`config.mk`:
```
export PLATFORM = sky130hd
export DESIGN_NAME = uart_alu_interface
export DESIGN_NICKNAME = d
export VERILOG_FILES = /design/src/rtl/uart_alu_interface.sv
export SDC_FILE = /design/constraint.sdc
export NUM_CORES = 1
export LEC_CHECK = 0
export ABC_AREA = 1
export ABC_CLOCK_PERIOD_IN_PS = 1100
export BUFFER_PORTS_ARGS = -buffer_cell sky130_fd_sc_hd__buf_2
export CORE_MARGIN = 3
export CORE_UTILIZATION = 42
export CTS_BUF_LIST = sky130_fd_sc_hd__clkbuf_4
export DETAILED_ROUTE_END_ITERATION = 7
export GPL_ROUTABILITY_DRIVEN = 1
export PLACE_DENSITY = 0.78
export SLEW_MARGIN = 20
export SYNTH_ARGS = -nofsm -noshare
export SYNTH_HDL_FRONTEND = slang
export SYNTH_SLANG_ARGS = --single-unit
```
`constraint.sdc`:
```
create_clock -name clock -period 1.1 [get_ports clock]
set_input_delay 0.22 -clock clock [delete_from_list [all_inputs] [get_ports clock]]
set_output_delay 0.22 -clock clock [all_outputs]
set_load 0.01 [all_outputs]
```
`src/rtl/uart_alu_interface.sv`:
```
// Responder side of the host<->ALU UART link: gathers A, B and opcode bytes, then returns the ALU result.
// Optional inter-byte timeout is enabled by defining INTERFACE_TIMEOUT_EN.
module uart_alu_interface #(
    parameter int N_BITS_DATA    = 8,
    parameter int N_BITS_OP      = 6,
    parameter int TIMEOUT_CYCLES = 1000000
) (
    input  logic                   clock,
    input  logic                   reset,
    input  logic                   rx_done_tick_i,
    input  logic [N_BITS_DATA-1:0] rx_data_i,
    input  logic [N_BITS_DATA-1:0] alu_result_i,
    input  logic                   tx_done_tick_i,
    output logic [N_BITS_DATA-1:0] data_a_o,
    output logic [N_BITS_DATA-1:0] data_b_o,
    output logic [N_BITS_OP-1:0]   op_o,
    output logic                   tx_start_o,
    output logic [N_BITS_DATA-1:0] tx_data_o,
    output logic                   busy_o,
    output logic                   overrun_o
);

    typedef enum logic [2:0] {
        WAIT_A,
        WAIT_B,
        WAIT_OP,
        EXEC,
        SEND,
        WAIT_TX
    } state_t;

    state_t state;
    state_t next_state;

    assign busy_o = (state == EXEC) || (state == SEND) || (state == WAIT_TX);

`ifdef INTERFACE_TIMEOUT_EN
    localparam int CNT_W = (TIMEOUT_CYCLES > 1) ? $clog2(TIMEOUT_CYCLES) : 1;
    localparam logic [CNT_W-1:0] CNT_LAST = CNT_W'(TIMEOUT_CYCLES - 1);

    logic [CNT_W-1:0] timeout_cnt;
    logic             timeout_hit;

    // A byte arriving on the terminal count wins over the timeout.
    assign timeout_hit = ((state == WAIT_B) || (state == WAIT_OP)) &&
                         !rx_done_tick_i && (timeout_cnt == CNT_LAST);

    always_ff @(posedge clock) begin
        if (!reset) begin
            timeout_cnt <= '0;
        end else if (rx_done_tick_i || timeout_hit ||
                     ((state != WAIT_B) && (state != WAIT_OP))) begin
            timeout_cnt <= '0;
        end else begin
            timeout_cnt <= timeout_cnt + 1'b1;
        end
    end
`endif

    // NOTE: every variable gets a default before the case so no path can infer a latch.
    always_comb begin
        next_state = state;
        case (state)
            WAIT_A: begin
                if (rx_done_tick_i) next_state = WAIT_B;
            end
            WAIT_B: begin
                if (rx_done_tick_i) next_state = WAIT_OP;
`ifdef INTERFACE_TIMEOUT_EN
                else if (timeout_hit) next_state = WAIT_A;
`endif
            end
            WAIT_OP: begin
                if (rx_done_tick_i) next_state = EXEC;
`ifdef INTERFACE_TIMEOUT_EN
                else if (timeout_hit) next_state = WAIT_A;
`endif
            end
            EXEC:    next_state = SEND;
            SEND:    next_state = WAIT_TX;
            WAIT_TX: begin
                if (tx_done_tick_i) next_state = WAIT_A;
            end
            default: next_state = WAIT_A;
        endcase
    end

    // NOTE: state and output registers use non-blocking assignments so every flop samples pre-edge values.
    always_ff @(posedge clock) begin
        if (!reset) begin
            state      <= WAIT_A;
            data_a_o   <= '0;
            data_b_o   <= '0;
            op_o       <= '0;
            tx_start_o <= 1'b0;
            tx_data_o  <= '0;
            overrun_o  <= 1'b0;
        end else begin
            state <= next_state;
            if (rx_done_tick_i) begin
                case (state)
                    WAIT_A:  data_a_o <= rx_data_i;
                    WAIT_B:  data_b_o <= rx_data_i;
                    WAIT_OP: op_o     <= rx_data_i[N_BITS_OP-1:0];
                    default: overrun_o <= 1'b1;
                endcase
            end
            if (state == EXEC) tx_data_o <= alu_result_i;
            // Registered start pulse lands in the third cycle after the op byte is sampled.
            tx_start_o <= (state == SEND);
        end
    end

endmodule

```
==> flow_summary.ini, run 1 <==
[worst_setup_path]
critical_path_buf_inv_count = 2
cpMaxStageDelayCell = dfxtp_4
end_kind = output pin
critPathRequiredTime_ns = 0.88
critical_path_arrival_ns = 1.13
path_common_cell = nand2_1
crit_family = flip-flops
path_class = reg -> out
crit_chain = nor2_4 -> nand2_2 -> nand2_1 -> inv_1 -> nand2_1 -> buf_2
max_stage_delay_ns = 0.38
critPathMaxFanout = 4
start_kind = flop

[clock_tree]
cts_buffers = 5
htree_levels = 2
clk_pin_slew_ns = 0.11
cts_root_buf = clkbuf_4
clock_sinks = 35
clockBufferDepth = 2
insertion_delay_ns = 0.35
cts_tree = yes

[logic_synthesis]
syn_nets = 191
synth_compound_area_frac = 0.152
syn_inst = 171
synth_cell_types = 17
synth-simple-area-share = 0.251
ys_top_cells_by_area = dfxtp_1 53%, nor2_1 15%, o21ai_0 7.2%, o21ai_1 4.6%, a21oi_1 3.4%
synth_top_family_by_area = simple AND/OR/NAND/NOR gates
muxShareOfSynthArea = 0
synth_xor_area_frac = 0
yosysWarnings = 0
synth-adder-area-share = 0
ys_ff_latch = 35
synth_top_cell_by_area = dfxtp_1
synth_area_per_cell_sq_um = 7.70
synth_top_area_frac = 0.532
yosysSeqAreaShare = 0.532
mappedNetlistArea_sq_um = 1320

[floorplan]
io_pins = 53
coreArea_sq_um = 2880
num_rows = 19
dieArea_sq_um = 3840
start_util = 0.458
die_w_um = 62.0
dieHeight_um = 62.0

[status]
status = complete, but fails checks
failed_checks = setup timing

[route]
detail-route-antenna-nets = 0
drt_iter0_markers = 126
wl_um = 3550
wire_per_inst_um = 12.3
drt_pass1_iterations = 4
vias_per_cell = 4.71
via_count = 1362
drcViolationCount = 0

[cells_and_area]
fillerInstances = 245
drive_gt1_frac = 0.462
syn_to_final_growth_pct = 48.2
final_cells = 289
fin_nets = 266
num_antenna_cells = 0

[timing]
holdWs_ns = 0.117
skew_ns = 0.00995
worst_slack_ns = -0.249
fin_crit_sh = 1.23
finalHoldViolCount = 0
fmax_ghz = 0.741
worst_slew_pin_slew_ns = 0.248
slew_headroom = 0.835
grt_setup_unrepaired = yes
finalSetupViolCount = 19
min_period_ns = 1.35
slew_violations = 0

[global_route]
grt_max_degree = 14
grt_pass1_vias = 1161
antenna_found_initial = 0
grt_use_total = 0.192
grt-ovfl-total = 0
grt_first_pass_wirelength_um = 5320

[power_and_ir_drop]
power.leakage_nw = 0.917
irDropWorstVdd_mv = 0.967
power_density_nw_per_um2 = 1370

[placement]
gp_congestion = 0.788
dp_hpwl_um = 2260
port_buffers = 52
dp.cells = 269

[job]
max_cap_viol_count = 0

[hold_path]
hp-class = in -> reg
==> routing by layer <==
metal  vias up  track usage  share of wire
met3         8       0.0517          0.051
met4         0       0.0818          0.019
met5         -            0              0
met1       606        0.251           0.44
met2        39        0.297           0.49
li1        709            -              -
==> flip-flops by register name (all words and copies together), names as in the netlist <==
signal and cells:
data_b_o 8, tx_data_o 8, data_a_o 8, state 3, overrun_o 1, tx_start_o 1
op_o 6
==> kinds of logic (layout without fill, tap and decap cells) <==
group,after synthesis,after routing
buffers and inverters,21,95
AND/OR/NAND/NOR,75,77
flip-flops,35,35
AO/OA/AOI/OAI,40,40
==> placed cells by master, fill, tap and decap left out, types with 2 or more instances in the layout <==
| cell | n |
|---|---|
| nand3_1 | 4 |
| a21oi_1 | 7 |
| nand2_1 | 8 |
| nand3_4 | 3 |
| buf_2 | 53 |
| o21ai_1 | 14 |
| dfxtp_1 | 28 |
| nor2_4 | 3 |
| nor2_1 | 52 |
| dfxtp_2 | 4 |
| o21ai_2 | 8 |
| inv_2 | 2 |
| o21ai_0 | 9 |
| clkbuf_4 | 6 |
| inv_1 | 11 |
| nand2_2 | 2 |
| dfxtp_4 | 3 |
| buf_4 | 14 |
| nand3_2 | 4 |
| buf_6 | 4 |
==> synthesized netlist by cell type <==
cell type  number
o21ai_1        12
nand3_1         5
inv_2           4
a21oi_1         9
nor2_2          1
nand3_2         3
dfxtp_1        35
nand3_4         1
clkinv_2        1
nand2_1        10
o21ai_0        19
inv_1          11
clkbuf_1        3
nor2_4          1
buf_4           1
buf_2           1
nor2_1         54
==> area by class of cell <==
class / count / area (sq um) / area share
Timing Repair Buffer: 71 / 415 / 0.213
Clock buffer: 6 / 45.0 / 0.0231
Multi-Input combinational cell: 117 / 636 / 0.326
Clock inverter: 2 / 12.5 / 0.00641
Inverter: 16 / 72.6 / 0.0372
Sequential cell: 35 / 717 / 0.368
Tap cell: 42 / 52.6 / 0.0269
==> report_power, final <==
part | total (mW) | internal [mW] | switching (mW)
clock | 0.698 | 0.271 | 0.428
combinational | 0.563 | 0.244 | 0.319
sequential | 1.41 | 1.35 | 0.0545
total | 2.67 | 1.87 | 0.801
==> what timing repair did <==
action / 4_1_cts / 5_1_grt
hold endpoints to repair: 0 / 0
gates resized for setup: 27 / 21
endpoints found under the setup margin: 32 / 29
hold buffers: 0 / 0
setup buffers: 5 / 4
cloned: 2 / 1
pin swaps: 1 / 4
==> worst paths after layout <==
| kind | from | to | slack (ns) | cells after the start |
|---|---|---|---|---|
| setup reg to reg | state[0]$_SDFFE_PN0P_ | data_a_o[1]$_SDFFE_PN0P_ | -0.21 | 7 |
| hold / removal | rx_data_i[6] | data_a_o[6]$_SDFFE_PN0P_ | 0.12 | 3 |
| hold reg to reg | op_o[5]$_SDFFE_PN0P_ | op_o[5]$_SDFFE_PN0P_ | 0.44 | 2 |
| setup / recovery | state[0]$_SDFFE_PN0P_ | busy_o | -0.25 | 6 |
==> tightest hold or removal path: stages <==
cell     delay, ns
buf_2         0.09
o21ai_1       0.06
nor2_1        0.07
==> per-stage QoR <==
stage          setup slack, ns  utilization  cell area, sq um  setup TNS, ns  total power [mW]
6_report                -0.249        0.678              1950          -2.83              2.67
5_1_grt                 -0.326        0.678              1950          -4.33              2.82
4_1_cts                 -0.275        0.646              1860          -1.22              2.62
3_5_place_dp            -0.103        0.582              1670          -1.02              1.87
3_3_place_gp           -0.0805        0.582              1670         -0.786              1.86
2_1_floorplan           0.0343            -              1320              0              1.68
(Power assumes the default switching activity.)
==> run 2: changes to the inputs <==
--- a/config.mk
+++ b/config.mk
@@ -8,12 +8,14 @@
 export ABC_AREA = 1
 export ABC_CLOCK_PERIOD_IN_PS = 1100
 export BUFFER_PORTS_ARGS = -buffer_cell sky130_fd_sc_hd__buf_2
+export CORE_ASPECT_RATIO = 2
 export CORE_MARGIN = 3
-export CORE_UTILIZATION = 42
+export CORE_UTILIZATION = 35
 export CTS_BUF_LIST = sky130_fd_sc_hd__clkbuf_4
+export CTS_CLUSTER_DIAMETER = 200
 export DETAILED_ROUTE_END_ITERATION = 7
 export GPL_ROUTABILITY_DRIVEN = 1
-export PLACE_DENSITY = 0.78
+export PLACE_DENSITY = 0.67
 export SLEW_MARGIN = 20
 export SYNTH_ARGS = -nofsm -noshare
 export SYNTH_HDL_FRONTEND = slang
==> run 2 against run 1 <==
  * The flow still finishes with violations (setup timing)
  * Critical path depth unchanged
  * Highest routed layer unchanged
  * Worst setup slack worse by 0.016 ns
  * Critical endpoint unchanged
  * Global-route usage down 2.7 points
  * Largest power group unchanged
  * First-iteration DRC count down 85%
==> flow_summary.ini, run 2 (same netlist as run 1, synthesis figures left out) <==
[worst_setup_path]
path_class = reg -> out
critical_path_arrival_ns = 1.14
critPathMaxFanout = 5
critPathRequiredTime_ns = 0.88
r2r_start = state[0]$_SDFFE_PN0P_
end_kind = output pin
r2r_setup_slack_ns = -0.22
ff2ff_path_depth = 7
start_kind = flop
worstSetupStartpoint = state[0]$_SDFFE_PN0P_
r2r-end = data_a_o[4]$_SDFFE_PN0P_

[cells_and_area]
syn_to_final_growth_pct = 55.5
final_cell_mix = 52 x buf_2, 43 x nor2_1, 31 x dfxtp_1
num_antenna_cells = 0
fin_nets = 269
reg_top3 = data_a_o x8, data_b_o x8, tx_data_o x8
final_common_cell = buf_2
drive_gt1_frac = 0.522
fillerInstances = 357

[job]
max_cap_viol_count = 0

[timing]
fin_crit_sh = 1.24
min_period_ns = 1.36
final.setup.tns_ns = -4.32
slew_violations = 0
finalHoldViolCount = 0
worst_slew_pin_slew_ns = 0.335
skew_ns = 0.00603
finalSetupViolCount = 27
worst_slack_ns = -0.265
slew_headroom = 0.777
fmax_ghz = 0.733
grt_setup_unrepaired = yes

[power_and_ir_drop]
clkPwrFrac = 0.238
switchingPower_uw = 801
power.leakage_nw = 0.945
irDropWorstVdd_mv = 0.699
power_frac_seq = 0.527
p_int_mw = 1.87
combPwrFrac = 0.236
power_density_nw_per_um2 = 1300
p_sw_frac = 0.301

[clock_tree]
clk_pin_slew_ns = 0.10
cts_buffers = 5
cts_root_buf = clkbuf_4
clockBufferDepth = 2
cts_tree = yes
insertion_delay_ns = 0.33
clock_sinks = 35
holdBufCountCts = 0
htree_levels = 2

[route]
drcViolationCount = 0
detail-route-antenna-nets = 0
wire_per_inst_um = 12.3
wl_um = 3660
vias_per_cell = 4.64
drt_iter0_markers = 19
via_count = 1377
drt_pass1_iterations = 4

[floorplan]
coreArea_sq_um = 3490
num_rows = 30
dieArea_sq_um = 4580
start_util = 0.377
dieHeight_um = 92.7
die_w_um = 49.4
io_pins = 53

[global_route]
grt_pass1_vias = 1258
grt-ovfl-total = 0
grt_use_total = 0.165
grt_max_degree = 22
grt_first_pass_wirelength_um = 5780
antenna_found_initial = 0

[status]
failed_checks = setup timing
status = complete, but fails checks

[placement]
dp_hpwl_um = 2400
port_buffers = 52
gp_congestion = 0.853
place_ws_ns = -0.0593

[hold_path]
hold_depth = 3
min_to = data_b_o[7]$_SDFFE_PN0P_
worstHoldStart = rx_data_i[7]
hp-class = in -> reg
-- run 2: routing by layer --
| layer | part of all wire | track usage | up-vias |
|---|---|---|---|
| met3 | 0.060 | 0.0515 | 7 |
| met5 | 0 | 0 | - |
| li1 | - | - | 710 |
| met1 | 0.36 | 0.154 | 623 |
| met2 | 0.56 | 0.315 | 37 |
| met4 | 0.019 | 0.0713 | 0 |
-- run 2: layout make-up --
| cell class | instances | area, sq um | area share |
|---|---|---|---|
| timing repair buffer | 74 | 468 | 0.229 |
| clock buffer | 5 | 37.5 | 0.0183 |
| tap | 48 | 60.1 | 0.0293 |
| multi-input combinational | 117 | 684 | 0.334 |
| inverter | 16 | 75.1 | 0.0367 |
| sequential | 35 | 713 | 0.348 |
| clock inverter | 2 | 8.76 | 0.00428 |
-- run 2: power by group through the flow --
stage / combinational [mW] / clock (mW) / sequential (mW)
3_5_place_dp: 0.442 / 0 / 1.43
3_3_place_gp: 0.439 / 0 / 1.43
2_1_floorplan: 0.217 / 0 / 1.46
6_report: 0.628 / 0.634 / 1.40
4_1_cts: 0.543 / 0.655 / 1.40
5_1_grt: 0.690 / 0.708 / 1.42
-- run 2: repair_timing --
item | CTS | global route
buffers inserted | 8 | 5
endpoints found under the setup margin | 32 | 27
pin swaps | 6 | 17
resized for setup | 36 | 32
gates cloned | 3 | 0
-- run 2: worst max-delay path by stage --
stage                                    end  slack (ns)  depth (start not counted)
floorplan               op_o[2]$_SDFFE_PN0P_        0.03                          5
global placement    data_b_o[1]$_SDFFE_PN0P_       -0.03                          6
detailed placement  data_b_o[0]$_SDFFE_PN0P_       -0.06                          6
CTS                                   busy_o       -0.27                          6
global route                          busy_o       -0.36                          6
finish                                busy_o       -0.26                          6
-- run 2: per-stage QoR --
step / cells / area (sq um) / power [mW] / hold WS, ns / utilization
after floorplan: 171 / 1320 / 1.68 / 0.367 / -
after global placement: 274 / 1690 / 1.87 / 0.432 / 0.483
after detailed placement: 274 / 1690 / 1.87 / 0.435 / 0.483
after CTS: 292 / 1910 / 2.60 / 0.123 / 0.546
after global routing: 297 / 2050 / 2.82 / 0.129 / 0.586
final: 297 / 2050 / 2.67 / 0.136 / 0.586
-- run 2: critical path: stages (launching register included) --
cell,delay (ns)
dfxtp_4,0.38
nor2_2,0.10
nand2_1,0.08
nand2_2,0.08
inv_2,0.04
nand2_2,0.05
buf_6,0.09
